**src/rtl/prefetch_unit_pkg.sv**
```systemverilog
// Shared core constants for the instruction prefetch path.
package prefetch_unit_pkg;

    localparam int unsigned ILEN    = 32;
    localparam int unsigned PC_STEP = 4;

endpackage

```
**src/rtl/sync_fifo.sv**
```systemverilog
// Synchronous FIFO with single-cycle flush; the occupancy count tells full from empty.
module sync_fifo #(
    parameter int unsigned WIDTH = 8,
    parameter int unsigned DEPTH = 4
) (
    input  logic                   clk,
    input  logic                   rst_n,
    input  logic                   flush_i,
    input  logic                   push_i,
    input  logic [WIDTH-1:0]       push_data_i,
    input  logic                   pop_i,
    output logic [WIDTH-1:0]       pop_data_o,
    output logic [$clog2(DEPTH):0] count_o
);

    localparam int unsigned AW = $clog2(DEPTH);
    localparam int unsigned CW = AW + 1;

    logic [WIDTH-1:0] mem_q [DEPTH];
    logic [AW-1:0]    wr_ptr_q, wr_ptr_d;
    logic [AW-1:0]    rd_ptr_q, rd_ptr_d;
    logic [CW-1:0]    count_q, count_d;

    // Pointer and occupancy next-state; DEPTH is a power of two so pointers wrap naturally.
    always_comb begin
        wr_ptr_d = wr_ptr_q;
        rd_ptr_d = rd_ptr_q;
        count_d  = count_q;
        if (flush_i) begin
            wr_ptr_d = '0;
            rd_ptr_d = '0;
            count_d  = '0;
        end else begin
            if (push_i) begin
                wr_ptr_d = wr_ptr_q + AW'(1);
            end
            if (pop_i) begin
                rd_ptr_d = rd_ptr_q + AW'(1);
            end
            count_d = count_q + CW'(push_i) - CW'(pop_i);
        end
    end

    always_ff @(posedge clk or negedge rst_n) begin
        if (!rst_n) begin
            wr_ptr_q <= '0;
            rd_ptr_q <= '0;
            count_q  <= '0;
        end else begin
            wr_ptr_q <= wr_ptr_d;
            rd_ptr_q <= rd_ptr_d;
            count_q  <= count_d;
        end
    end

    // Payload storage is intentionally left out of reset.
    always_ff @(posedge clk) begin
        if (push_i && !flush_i) begin
            mem_q[wr_ptr_q] <= push_data_i;
        end
    end

    assign pop_data_o = mem_q[rd_ptr_q];
    assign count_o    = count_q;

endmodule

```
**src/rtl/prefetch_unit.sv**
```systemverilog
// Instruction prefetcher: credit-limited in-order fetch into a small queue,
// with redirect flush and discard of responses still in flight.
module prefetch_unit
    import prefetch_unit_pkg::*;
#(
    parameter int unsigned     XLEN     = 32,
    parameter int unsigned     DEPTH    = 4,
    parameter logic [XLEN-1:0] RESET_PC = '0
) (
    input  logic                   clk,
    input  logic                   reset,
    output logic                   imem_req_valid,
    input  logic                   imem_req_ready,
    output logic [XLEN-1:0]        imem_req_addr,
    input  logic                   imem_resp_valid,
    input  logic [ILEN-1:0]        imem_resp_data,
    input  logic                   redirect_valid,
    input  logic [XLEN-1:0]        redirect_pc,
    output logic                   inst_valid,
    input  logic                   inst_ready,
    output logic [XLEN-1:0]        inst_pc,
    output logic [ILEN-1:0]        inst_data,
    output logic [$clog2(DEPTH):0] queue_count
);

    localparam int unsigned CW = $clog2(DEPTH) + 1;
    localparam int unsigned SW = CW + 1;
    localparam int unsigned FW = XLEN + ILEN;

    logic [XLEN-1:0] fetch_pc_q, fetch_pc_d;
    logic [XLEN-1:0] resp_pc_q, resp_pc_d;
    logic [CW-1:0]   outst_q, outst_d;
    logic [CW-1:0]   discard_q, discard_d;
    logic [XLEN-1:0] redirect_aligned;
    logic            credit_ok;
    logic            accept;
    logic            drop;
    logic            push;
    logic            pop;
    logic [FW-1:0]   head;

    assign redirect_aligned = redirect_pc & ~XLEN'(3);

    // Every accepted request reserves a queue slot until its response lands or is dropped.
    assign credit_ok      = (SW'(queue_count) + SW'(outst_q)) < SW'(DEPTH);
    assign imem_req_valid = reset && !redirect_valid && credit_ok;
    assign imem_req_addr  = fetch_pc_q;

    assign accept = imem_req_valid && imem_req_ready;
    assign drop   = imem_resp_valid && (discard_q != '0);
    assign push   = imem_resp_valid && !drop && !redirect_valid;
    assign pop    = inst_valid && inst_ready && !redirect_valid;

    always_comb begin
        fetch_pc_d = fetch_pc_q;
        resp_pc_d  = resp_pc_q;
        outst_d    = outst_q;
        discard_d  = discard_q;
        if (redirect_valid) begin
            // Everything still in flight after this cycle belongs to the old stream.
            fetch_pc_d = redirect_aligned;
            resp_pc_d  = redirect_aligned;
            outst_d    = outst_q - CW'(imem_resp_valid);
            discard_d  = outst_q - CW'(imem_resp_valid);
        end else begin
            if (accept) begin
                fetch_pc_d = fetch_pc_q + XLEN'(PC_STEP);
            end
            if (push) begin
                resp_pc_d = resp_pc_q + XLEN'(PC_STEP);
            end
            if (drop) begin
                discard_d = discard_q - CW'(1);
            end
            outst_d = outst_q + CW'(accept) - CW'(imem_resp_valid);
        end
    end

    always_ff @(posedge clk or negedge reset) begin
        if (!reset) begin
            fetch_pc_q <= RESET_PC;
            resp_pc_q  <= RESET_PC;
            outst_q    <= '0;
            discard_q  <= '0;
        end else begin
            fetch_pc_q <= fetch_pc_d;
            resp_pc_q  <= resp_pc_d;
            outst_q    <= outst_d;
            discard_q  <= discard_d;
        end
    end

    sync_fifo #(
        .WIDTH (FW),
        .DEPTH (DEPTH)
    ) u_queue (
        .clk         (clk),
        .rst_n       (reset),
        .flush_i     (redirect_valid),
        .push_i      (push),
        .push_data_i ({resp_pc_q, imem_resp_data}),
        .pop_i       (pop),
        .pop_data_o  (head),
        .count_o     (queue_count)
    );

    assign inst_valid = (queue_count != '0);
    assign inst_pc    = head[ILEN +: XLEN];
    assign inst_data  = head[ILEN-1:0];

endmodule

```
**config.mk**
```make
export PLATFORM = sky130hd
export DESIGN_NAME = prefetch_unit
export DESIGN_NICKNAME = d
export VERILOG_FILES = /design/src/rtl/prefetch_unit_pkg.sv /design/src/rtl/sync_fifo.sv /design/src/rtl/prefetch_unit.sv
export SDC_FILE = /design/constraint.sdc
export NUM_CORES = 1
export LEC_CHECK = 0
export BUFFER_PORTS_ARGS = -buffer_cell sky130_fd_sc_hd__buf_2
export CAP_MARGIN = 20
export CORE_AREA = 2 2 155 157
export DETAILED_ROUTE_END_ITERATION = 6
export DIE_AREA = 0 0 157 159
export PLACE_DENSITY = 0.83
export SETUP_SLACK_MARGIN = 0.4
export SKIP_LAST_GASP = 1
export SLEW_MARGIN = 15
export SYNTH_ARGS = -nofsm -noshare
export SYNTH_HDL_FRONTEND = slang
export SYNTH_SLANG_ARGS = --single-unit
```
**constraint.sdc**
```tcl
create_clock -name clk -period 3.55 [get_ports clk]
set_input_delay 0.1775 -clock clk [delete_from_list [all_inputs] [get_ports clk]]
set_output_delay 0.1775 -clock clk [all_outputs]
set_load 0.05 [all_outputs]
```
==> results of run 1 <==
how the worst max path moves through the flow:
stage | startpoint | end | slack, ns | depth (start not counted)
after floorplan | u_queue.count_o[1] | outst_q[2] | 0.46 | 12
after global placement | u_queue.count_o[1] | outst_q[2] | 0.92 | 11
after detailed placement | u_queue.count_o[1] | outst_q[2] | 0.86 | 11
after CTS | u_queue.rd_ptr_q[0] | inst_data[31] | 0.67 | 3
after global routing | u_queue.rd_ptr_q[0] | inst_data[31] | 0.57 | 3
final | u_queue.rd_ptr_q[0] | inst_data[31] | 0.77 | 3
layout by cell type, fill, tap and decap left out, drive strengths merged, types with 3 or more instances in the layout:
cell / count
a21boi: 9
a21oi: 6
a31oi: 3
a41oi: 6
and2: 11
and3: 10
and4: 4
buf: 177
clkbuf: 45
clkinv: 10
conb: 4
dfrtp: 73
dlygate4sd3: 60
edfxtp: 248
ha: 16
inv: 26
mux2: 3
mux4: 62
nand2: 52
nand2b: 8
nand3: 25
nand4: 22
nor2: 28
nor3: 11
nor3b: 3
nor4: 5
o211ai: 8
o21ai: 42
o311ai: 9
or4: 3
xnor2: 25
xor2: 19
report_power, final:
group / leakage [nW] / switching, mW / internal (mW)
registers: 3.11 / 0.355 / 4.31
logic: 2.21 / 1.95 / 1.01
clock network: 0.506 / 1.32 / 1.89
total: 5.83 / 3.62 / 7.21
registers in the layout, summed over array words and instances, names as in the netlist:
name / cells
discard_q: 3
imem_req_addr: 30
outst_q: 3
resp_pc_q: 30
u_queue.count_o: 3
u_queue.mem_q: 248
u_queue.rd_ptr_q: 2
u_queue.wr_ptr_q: 2
layer usage:
layer  vias to the layer above  global-route usage (%)  routed length, µm
met5                         -                       0                  0
met3                        44                    3.65               2210
met1                      3961                    33.0              11700
met4                         0                    5.21                517
met2                       383                    36.2              13400
li1                       3564                       -                  -
critical path, cell delays in order (launching register included):
cell	delay, ns
dfrtp_4	0.92
buf_4	0.35
mux4_2	0.54
buf_2	0.23
kinds of logic (layout without fill, tap and decap cells):
logic type      count (synthesis)  count (layout)
compound gates                 92              92
xor+xnor                       44              44
fa+ha+maj                      18              18
buf+inv                        64             320
flops                         321             321
mux                            66              66
other cells                     1               4
simple gates                  191             191
cell type report:
| type | instances | area [µm²] | share of cell area, % |
|---|---|---|---|
| Clock buffer | 45 | 897 | 5.57 |
| Clock inverter | 12 | 113 | 0.699 |
| Inverter | 26 | 97.6 | 0.606 |
| Multi-Input combinational cell | 415 | 3730 | 23.2 |
| Sequential cell | 321 | 9280 | 57.6 |
| Tap cell | 319 | 399 | 2.48 |
| Timing Repair Buffer | 237 | 1590 | 9.90 |
through the flow:
stage | total power, mW | instance area [µm²]
2_1_floorplan | 6.94 | 13300
3_3_place_gp | 7.60 | 14500
3_5_place_dp | 7.66 | 14500
4_1_cts | 10.9 | 16100
5_1_grt | 11.3 | 16100
6_report | 10.8 | 16100
what timing repair did:
item,in CTS,in global routing
gates resized for setup,0,0
endpoints found under the hold margin,188,0
hold buffers,60,0
==> impl_metrics.json, run 1 <==
{
  "min_to": "resp_pc_q[15]",
  "yosysTopAreaCell": "edfxtp_1",
  "core_area_um2": 23200,
  "fmax_ghz": 0.360,
  "muxShareOfSynthArea_pct": 10.9,
  "die_h_um": 159,
  "synth_top_area_share_pct": 56.2,
  "ios": 171,
  "overflow": 0,
  "reg2reg_from": "u_queue.count_o[1]",
  "hold_viol_final": 0,
  "required_ns": 3.37,
  "synth_edf_count": 248,
  "worstSetupPathType": "reg2out",
  "rr_endpoint": "outst_q[2]",
  "min_path_cells": 3,
  "ff2ff_path_depth": 11,
  "p_leak_nw": 5.83,
  "setup_viol": 0,
  "yosys.cell_count.top_type": "edfxtp_1",
  "ys_seq_elements": 321,
  "finClkSkew_ns": 0.0102,
  "min_from": "redirect_pc[15]",
  "slew_headroom_pct": 36.2,
  "grt_setup_unrepaired": "false",
  "synth_top_family_by_area": "multiplexers",
  "synth_area_per_cell_um2": 16.6,
  "dieArea_um2": 25000,
  "startpoint_type": "flop",
  "synthSimpleGateAreaFrac_pct": 7.93,
  "num-nets-final": 1120,
  "grt_max_degree": 75,
  "fin_crit_ns": 2.78,
  "synth_area_um2": 13300,
  "worst_slack_ns": 0.770,
  "htree_levels": 1,
  "synth_top_flop_cell": "edfxtp_1",
  "place_inst": 1258,
  "outcome": "completed",
  "rrSetupSlack_ns": 0.83,
  "drv_slew": 0,
  "synth_cells": 797,
  "clockBufferDepth": 3,
  "setup_tns_ns": 0,
  "cp_max_fo": 38,
  "grtUsageTotal_pct": 22.5,
  "final_util_pct": 69.5,
  "area_growth_pct": 21.5,
  "drt-pass1-iter-count": 5,
  "final_cells": 1375,
  "synth_compound_area_share_pct": 4.47,
  "grt_pass1_vias": 7930,
  "yosys_warnings": 0,
  "ir_drop_v": 0.000356,
  "cts_made_buffers": 31,
  "insertion_delay_ns": 0.54,
  "dp_hpwl_um": 17300,
  "drive_above_1_share_pct": 29.3,
  "antenna_found_initial": 0,
  "maxCapViolCount": 0,
  "crit_path_end_kind": "output pin",
  "clkTransAtPathRegs_ns": 0.06,
  "post-cts-setup-buffers": 0,
  "yosysSeqAreaShare_pct": 69.9,
  "grt_pass1_wl_um": 43900,
  "synth-adder-area-share_pct": 1.81,
  "post-route-period-util_pct": 78.3,
  "viasPerCell": 5.78,
  "n_antenna_cell": 0,
  "clock-sinks": 321,
  "synth_xor_area_share_pct": 2.91,
  "initial_utilization_pct": 57.2,
  "wirelength_um": 27900,
  "numPortBuffers": 164,
  "hp-class": "in2reg",
  "holdWs_ns": 0.0388,
  "synth_common_cells": "edfxtp_1 (248), dfrtp_1 (73), mux4_2 (62)",
  "antenna_left": 0,
  "nFillCells": 1516,
  "ys_async_sr_fraction_pct": 22.7,
  "dpl_worst_slack_ns": 0.859,
  "clockRootBuffer": "clkbuf_16",
  "cp.arrival_ns": 2.60,
  "cts_tree": "done",
  "synthTopCellsByArea": "edfxtp_1 (56%), dfrtp_1 (14%), mux4_2 (11%)",
  "drc": 0,
  "synth.distinct_cells": 56,
  "worst_pin_slew_ns": 0.954,
  "drt-initial-drc-count": 665,
  "power_density_nw_per_um2": 673,
  "routabilityCongestion": 0.926,
  "vias": 7952,
  "wl_per_cell_um": 20.3,
  "num_rows": 56,
  "die_x_um": 157
}
Note: power is estimated with default switching activity, not from simulation.
==> inputs of run 2 (changes only) <==
Settings changed: CORE_AREA 2 2 155 157 to 2 2 163 165, DIE_AREA 0 0 157 159 to 0 0 165 167, PLACE_DENSITY 0.83 to 0.79.
Clock period 3.55 ns to 2.55 ns, I/O delays scaled along.
==> impl_metrics.json, run 2 (synthesis results as in run 1) <==
{
  "outcome": "completed",
  "initial_utilization_pct": 51.5,
  "min_path_cells": 3,
  "use_met1_pct": 30.2,
  "mostFrequentLayoutCells": "edfxtp_1 (248), buf_2 (105), dfrtp_1 (69), mux4_2 (62), dlygate4sd3_1 (60)",
  "grt_pass1_vias": 8245,
  "rrSetupSlack_ns": 0.14,
  "ios": 171,
  "antenna_found_initial": 1,
  "clockBufferDepth": 3,
  "setup_tns_ns": 0,
  "largest_reg_flops": 248,
  "totalPowerFinal_mw": 17.1,
  "grt_max_degree": 63,
  "fmax_ghz": 0.414,
  "ir_drop_v": 0.000725,
  "final_cells": 1434,
  "dp_hpwl_um": 17200,
  "insertion_delay_ns": 0.51,
  "wirelength_um": 30000,
  "required_ns": 2.97,
  "min_from": "redirect_pc[13]",
  "drive_above_1_share_pct": 34.0,
  "num_rows": 59,
  "drt-pass1-iter-count": 5,
  "viasPerCell": 5.64,
  "cp_max_fo": 2,
  "die_x_um": 165,
  "finClkSkew_ns": 0.0195,
  "grtUsageTotal_pct": 21.6,
  "post-route-period-util_pct": 94.7,
  "top_usage_layer": "met2",
  "place_inst": 1285,
  "drt-initial-drc-count": 709,
  "ff2ff_path_depth": 11,
  "clock-sinks": 321,
  "clockRootBuffer": "clkbuf_16",
  "vias": 8085,
  "routabilityCongestion": 0.917,
  "hold_viol_final": 0,
  "wl_per_cell_um": 20.9,
  "die_h_um": 167,
  "htree_levels": 2,
  "worst_pin_slew_ns": 0.687,
  "placed_cell_area_um2": 14700,
  "finalInstanceArea_um2": 17200,
  "dpl_worst_slack_ns": 0.0791,
  "core_area_um2": 25800,
  "power_density_nw_per_um2": 991,
  "num-nets-final": 1160,
  "grt_setup_unrepaired": "true",
  "worst_slack_ns": 0.136,
  "clkTransAtPathRegs_ns": 0.06,
  "final_util_pct": 66.9,
  "cts_tree": "done",
  "regMostFlops": "u_queue.mem_q",
  "cts_made_buffers": 34,
  "use_met3_pct": 3.89,
  "rr_endpoint": "outst_q[2]",
  "startpoint_type": "flop",
  "drc": 0,
  "antenna_left": 0,
  "reg2reg_from": "u_queue.count_o[1]",
  "fin_crit_ns": 2.41,
  "slew_headroom_pct": 54.2,
  "overflow": 0,
  "grt_pass1_wl_um": 45700,
  "maxCapViolCount": 0,
  "crit_path_end_kind": "flop",
  "dieArea_um2": 27600,
  "hp-class": "in2reg",
  "area_growth_pct": 30.0,
  "grt_util_met2_pct": 34.5,
  "min_to": "resp_pc_q[13]",
  "layout_commonest_cell": "edfxtp_1",
  "numPortBuffers": 164,
  "setup_viol": 0,
  "p_leak_nw": 6.26,
  "cp.arrival_ns": 2.83,
  "holdWs_ns": 0.0181,
  "drv_slew": 0,
  "worstSetupPathType": "reg2reg"
}
run 2: cell types whose count changed in the layout (fill, tap and decap cells not counted), moves of 5 or more:
cell       previous run  this run
clkbuf_16            32        38
buf_8                 0        13
ha_1                 16        11
buf_2               164       105
buf_4                 7        41
buf_6                 0        41
run 2: how the worst max path moves through the flow:
stage                 endpoint  slack (ns)  depth (start not counted)          startpoint
CTS                 outst_q[2]        0.17                         11  u_queue.count_o[1]
global placement    outst_q[2]        0.13                         11          outst_q[2]
global route        outst_q[2]        0.05                         11  u_queue.count_o[1]
finish              outst_q[2]        0.14                         11  u_queue.count_o[1]
detailed placement  outst_q[2]        0.08                         11          outst_q[2]
floorplan           outst_q[2]       -0.13                         12  u_queue.count_o[1]
run 2: layout make-up:
cell class | count | area, µm²
fill | 1654 | 8520
sequential | 321 | 9280
timing repair buffer | 274 | 2410
antenna | 1 | 2.50
multi-input combinational | 415 | 3860
clock buffer | 44 | 952
tap | 335 | 419
clock inverter | 18 | 221
inverter | 26 | 103
run 2: per-layer routing:
layer  vias up  part of all wire, %
met5         -                    0
met4         0                  2.4
met3        48                  7.1
met2       348                   49
met1      4029                   42
li1       3660                    -
run 2: power by group:
group          internal (mW)  total (mW)  switching [mW]
sequential              6.01        6.34           0.330
clock                   3.16        5.11            1.95
combinational           2.41        5.64            3.23
run 2: repair_timing:
| item | 4_1_cts | 5_1_grt |
|---|---|---|
| endpoints found under the setup margin | 80 | 329 |
| buffers inserted | 18 | 3 |
| endpoints found under the hold margin | 200 | 0 |
| pin swaps | 7 | 6 |
| cloned | 4 | 1 |
| gates resized for setup | 91 | 83 |
| hold buffers | 60 | 0 |
run 2: critical path, cell delays in order (launching register included):
cell	delay (ns)
dfrtp_2	0.43
ha_4	0.17
nor3b_4	0.18
and4_4	0.28
clkinv_4	0.06
ha_4	0.26
inv_2	0.03
ha_4	0.14
fa_2	0.33
xor2_1	0.16
o21ai_1	0.13
xor2_1	0.16
==> inputs of run 3 (changes only) <==
Settings changed: BUFFER_PORTS_ARGS -buffer_cell sky130_fd_sc_hd__buf_2 to -buffer_cell sky130_fd_sc_hd__buf_4.
==> impl_metrics.json, run 3 (synthesis results as in run 1) <==
{
  "outcome": "completed",
  "dpl_worst_slack_ns": 0.0963,
  "crit_path_frequent_cell": "ha_4",
  "ios": 171,
  "regMostFlops": "u_queue.mem_q",
  "crit_slowest_cell": "dfrtp_2",
  "maxCapViolCount": 0,
  "num-nets-final": 1167,
  "htree_levels": 1,
  "clockBufferDepth": 3,
  "grtUsageTotal_pct": 21.9,
  "rr_endpoint": "outst_q[2]",
  "overflow": 0,
  "dieArea_um2": 27600,
  "dp_hpwl_um": 17800,
  "totalPowerFinal_mw": 16.6,
  "grt_max_degree": 76,
  "slowest_delay_ns": 0.43,
  "ir_drop_v": 0.000765,
  "grt_pass1_wl_um": 46200,
  "drt-initial-drc-count": 706,
  "worst_slack_ns": 0.187,
  "min_path_cells": 5,
  "vias": 8210,
  "fmax_ghz": 0.423,
  "setup_tns_ns": 0,
  "cp_max_fo": 2,
  "core_area_um2": 25800,
  "p_leak_nw": 6.35,
  "crit_chain": "ha_4 > nor3b_4 > and4_4 > clkinv_4 > ha_4 > inv_2 > ha_4 > fa_2 > xor2_1 > o21ai_1 > xor2_1",
  "min_from": "imem_resp_valid",
  "worst_pin_slew_ns": 0.628,
  "wl_per_cell_um": 21.1,
  "worstSetupPathType": "reg2reg",
  "routabilityCongestion": 0.905,
  "finalInstanceArea_um2": 17600,
  "hp-class": "in2reg",
  "post-route-period-util_pct": 92.7,
  "setup_viol": 0,
  "area_growth_pct": 32.4,
  "hold_viol_final": 0,
  "final_util_pct": 68.1,
  "antenna_found_initial": 0,
  "wirelength_um": 30400,
  "cp.arrival_ns": 2.83,
  "fin_crit_ns": 2.36,
  "drt-pass1-iter-count": 5,
  "final_cells": 1438,
  "die_x_um": 165,
  "min_to": "u_queue.wr_ptr_q[0]",
  "initial_utilization_pct": 51.5,
  "required_ns": 3.02,
  "holdWs_ns": 0.0228,
  "clkTransAtPathRegs_ns": 0.06,
  "grt_setup_unrepaired": "true",
  "startpoint_type": "flop",
  "clockRootBuffer": "clkbuf_16",
  "clock-sinks": 321,
  "die_h_um": 167,
  "mostFrequentLayoutCells": "edfxtp_1 (248), buf_4 (130), dfrtp_1 (68), dlygate4sd3_1 (64), mux4_2 (62)",
  "num_rows": 59,
  "slew_headroom_pct": 58.1,
  "grt_pass1_vias": 8163,
  "drc": 0,
  "place_inst": 1288,
  "cts_tree": "done",
  "n_antenna_cell": 0,
  "reg2reg_from": "u_queue.count_o[1]",
  "nFillCells": 1663,
  "layout_commonest_cell": "edfxtp_1",
  "cts_made_buffers": 31,
  "drive_above_1_share_pct": 33.4,
  "drv_slew": 0,
  "finClkSkew_ns": 0.00986,
  "largest_reg_flops": 248,
  "numPortBuffers": 164,
  "power_density_nw_per_um2": 943,
  "rrSetupSlack_ns": 0.19,
  "antenna_left": 0,
  "viasPerCell": 5.71,
  "insertion_delay_ns": 0.55,
  "placed_cell_area_um2": 15200,
  "ff2ff_path_depth": 11,
  "crit_path_end_kind": "flop"
}
-- run 3: report_power, final --
part | switching [mW] | leakage (nW) | internal (mW) | total, mW
clock network | 1.86 | 0.456 | 2.44 | 4.30
registers | 0.352 | 3.11 | 6.01 | 6.36
logic | 3.27 | 2.79 | 2.63 | 5.90
total | 5.49 | 6.35 | 11.1 | 16.6
-- run 3: worst max-delay path by stage --
| stage | depth (start not counted) | end | start |
|---|---|---|---|
| 2_1_floorplan | 12 | outst_q[2] | u_queue.count_o[1] |
| 3_3_place_gp | 11 | outst_q[2] | outst_q[2] |
| 3_5_place_dp | 11 | outst_q[2] | outst_q[2] |
| 4_1_cts | 11 | outst_q[2] | u_queue.count_o[1] |
| 5_1_grt | 11 | outst_q[2] | u_queue.count_o[1] |
| 6_report | 11 | outst_q[2] | u_queue.count_o[1] |
-- run 3: what timing repair did --
| item | CTS | global route |
|---|---|---|
| gates cloned | 6 | 4 |
| endpoints found under the hold margin | 216 | 0 |
| setup buffers | 10 | 9 |
| resized for setup | 47 | 51 |
| setup endpoints to repair | 129 | 216 |
| pin swaps | 8 | 7 |
| hold buffers | 64 | 0 |
-- run 3: worst max-delay path, delay by kind of cell, from the launching register on --
kind,cells,cell delay (ns)
adders and majority gates,4,0.90
and+or+nand+nor,2,0.43
DFF,1,0.43
xor gates and xnor gates,2,0.29
AOI/OAI and AO/OA,1,0.14
buffers and inverters,2,0.09
-- run 3: layout make-up --
class	instances	area [µm²]	area share, %
Sequential cell	321	9280	52.9
Clock buffer	42	817	4.65
Multi-Input combinational cell	415	3860	22.0
Inverter	26	103	0.584
Tap cell	335	419	2.39
Timing Repair Buffer	284	2950	16.8
Clock inverter	15	131	0.748
-- run 3: routing by layer --
layer	part of all wire, %	global-route usage (%)	vias to the layer above
li1	-	-	3668
met1	41	30.8	4119
met2	50	36.4	375
met3	6.8	3.41	48
met4	2.1	4.88	0
met5	0	0	-
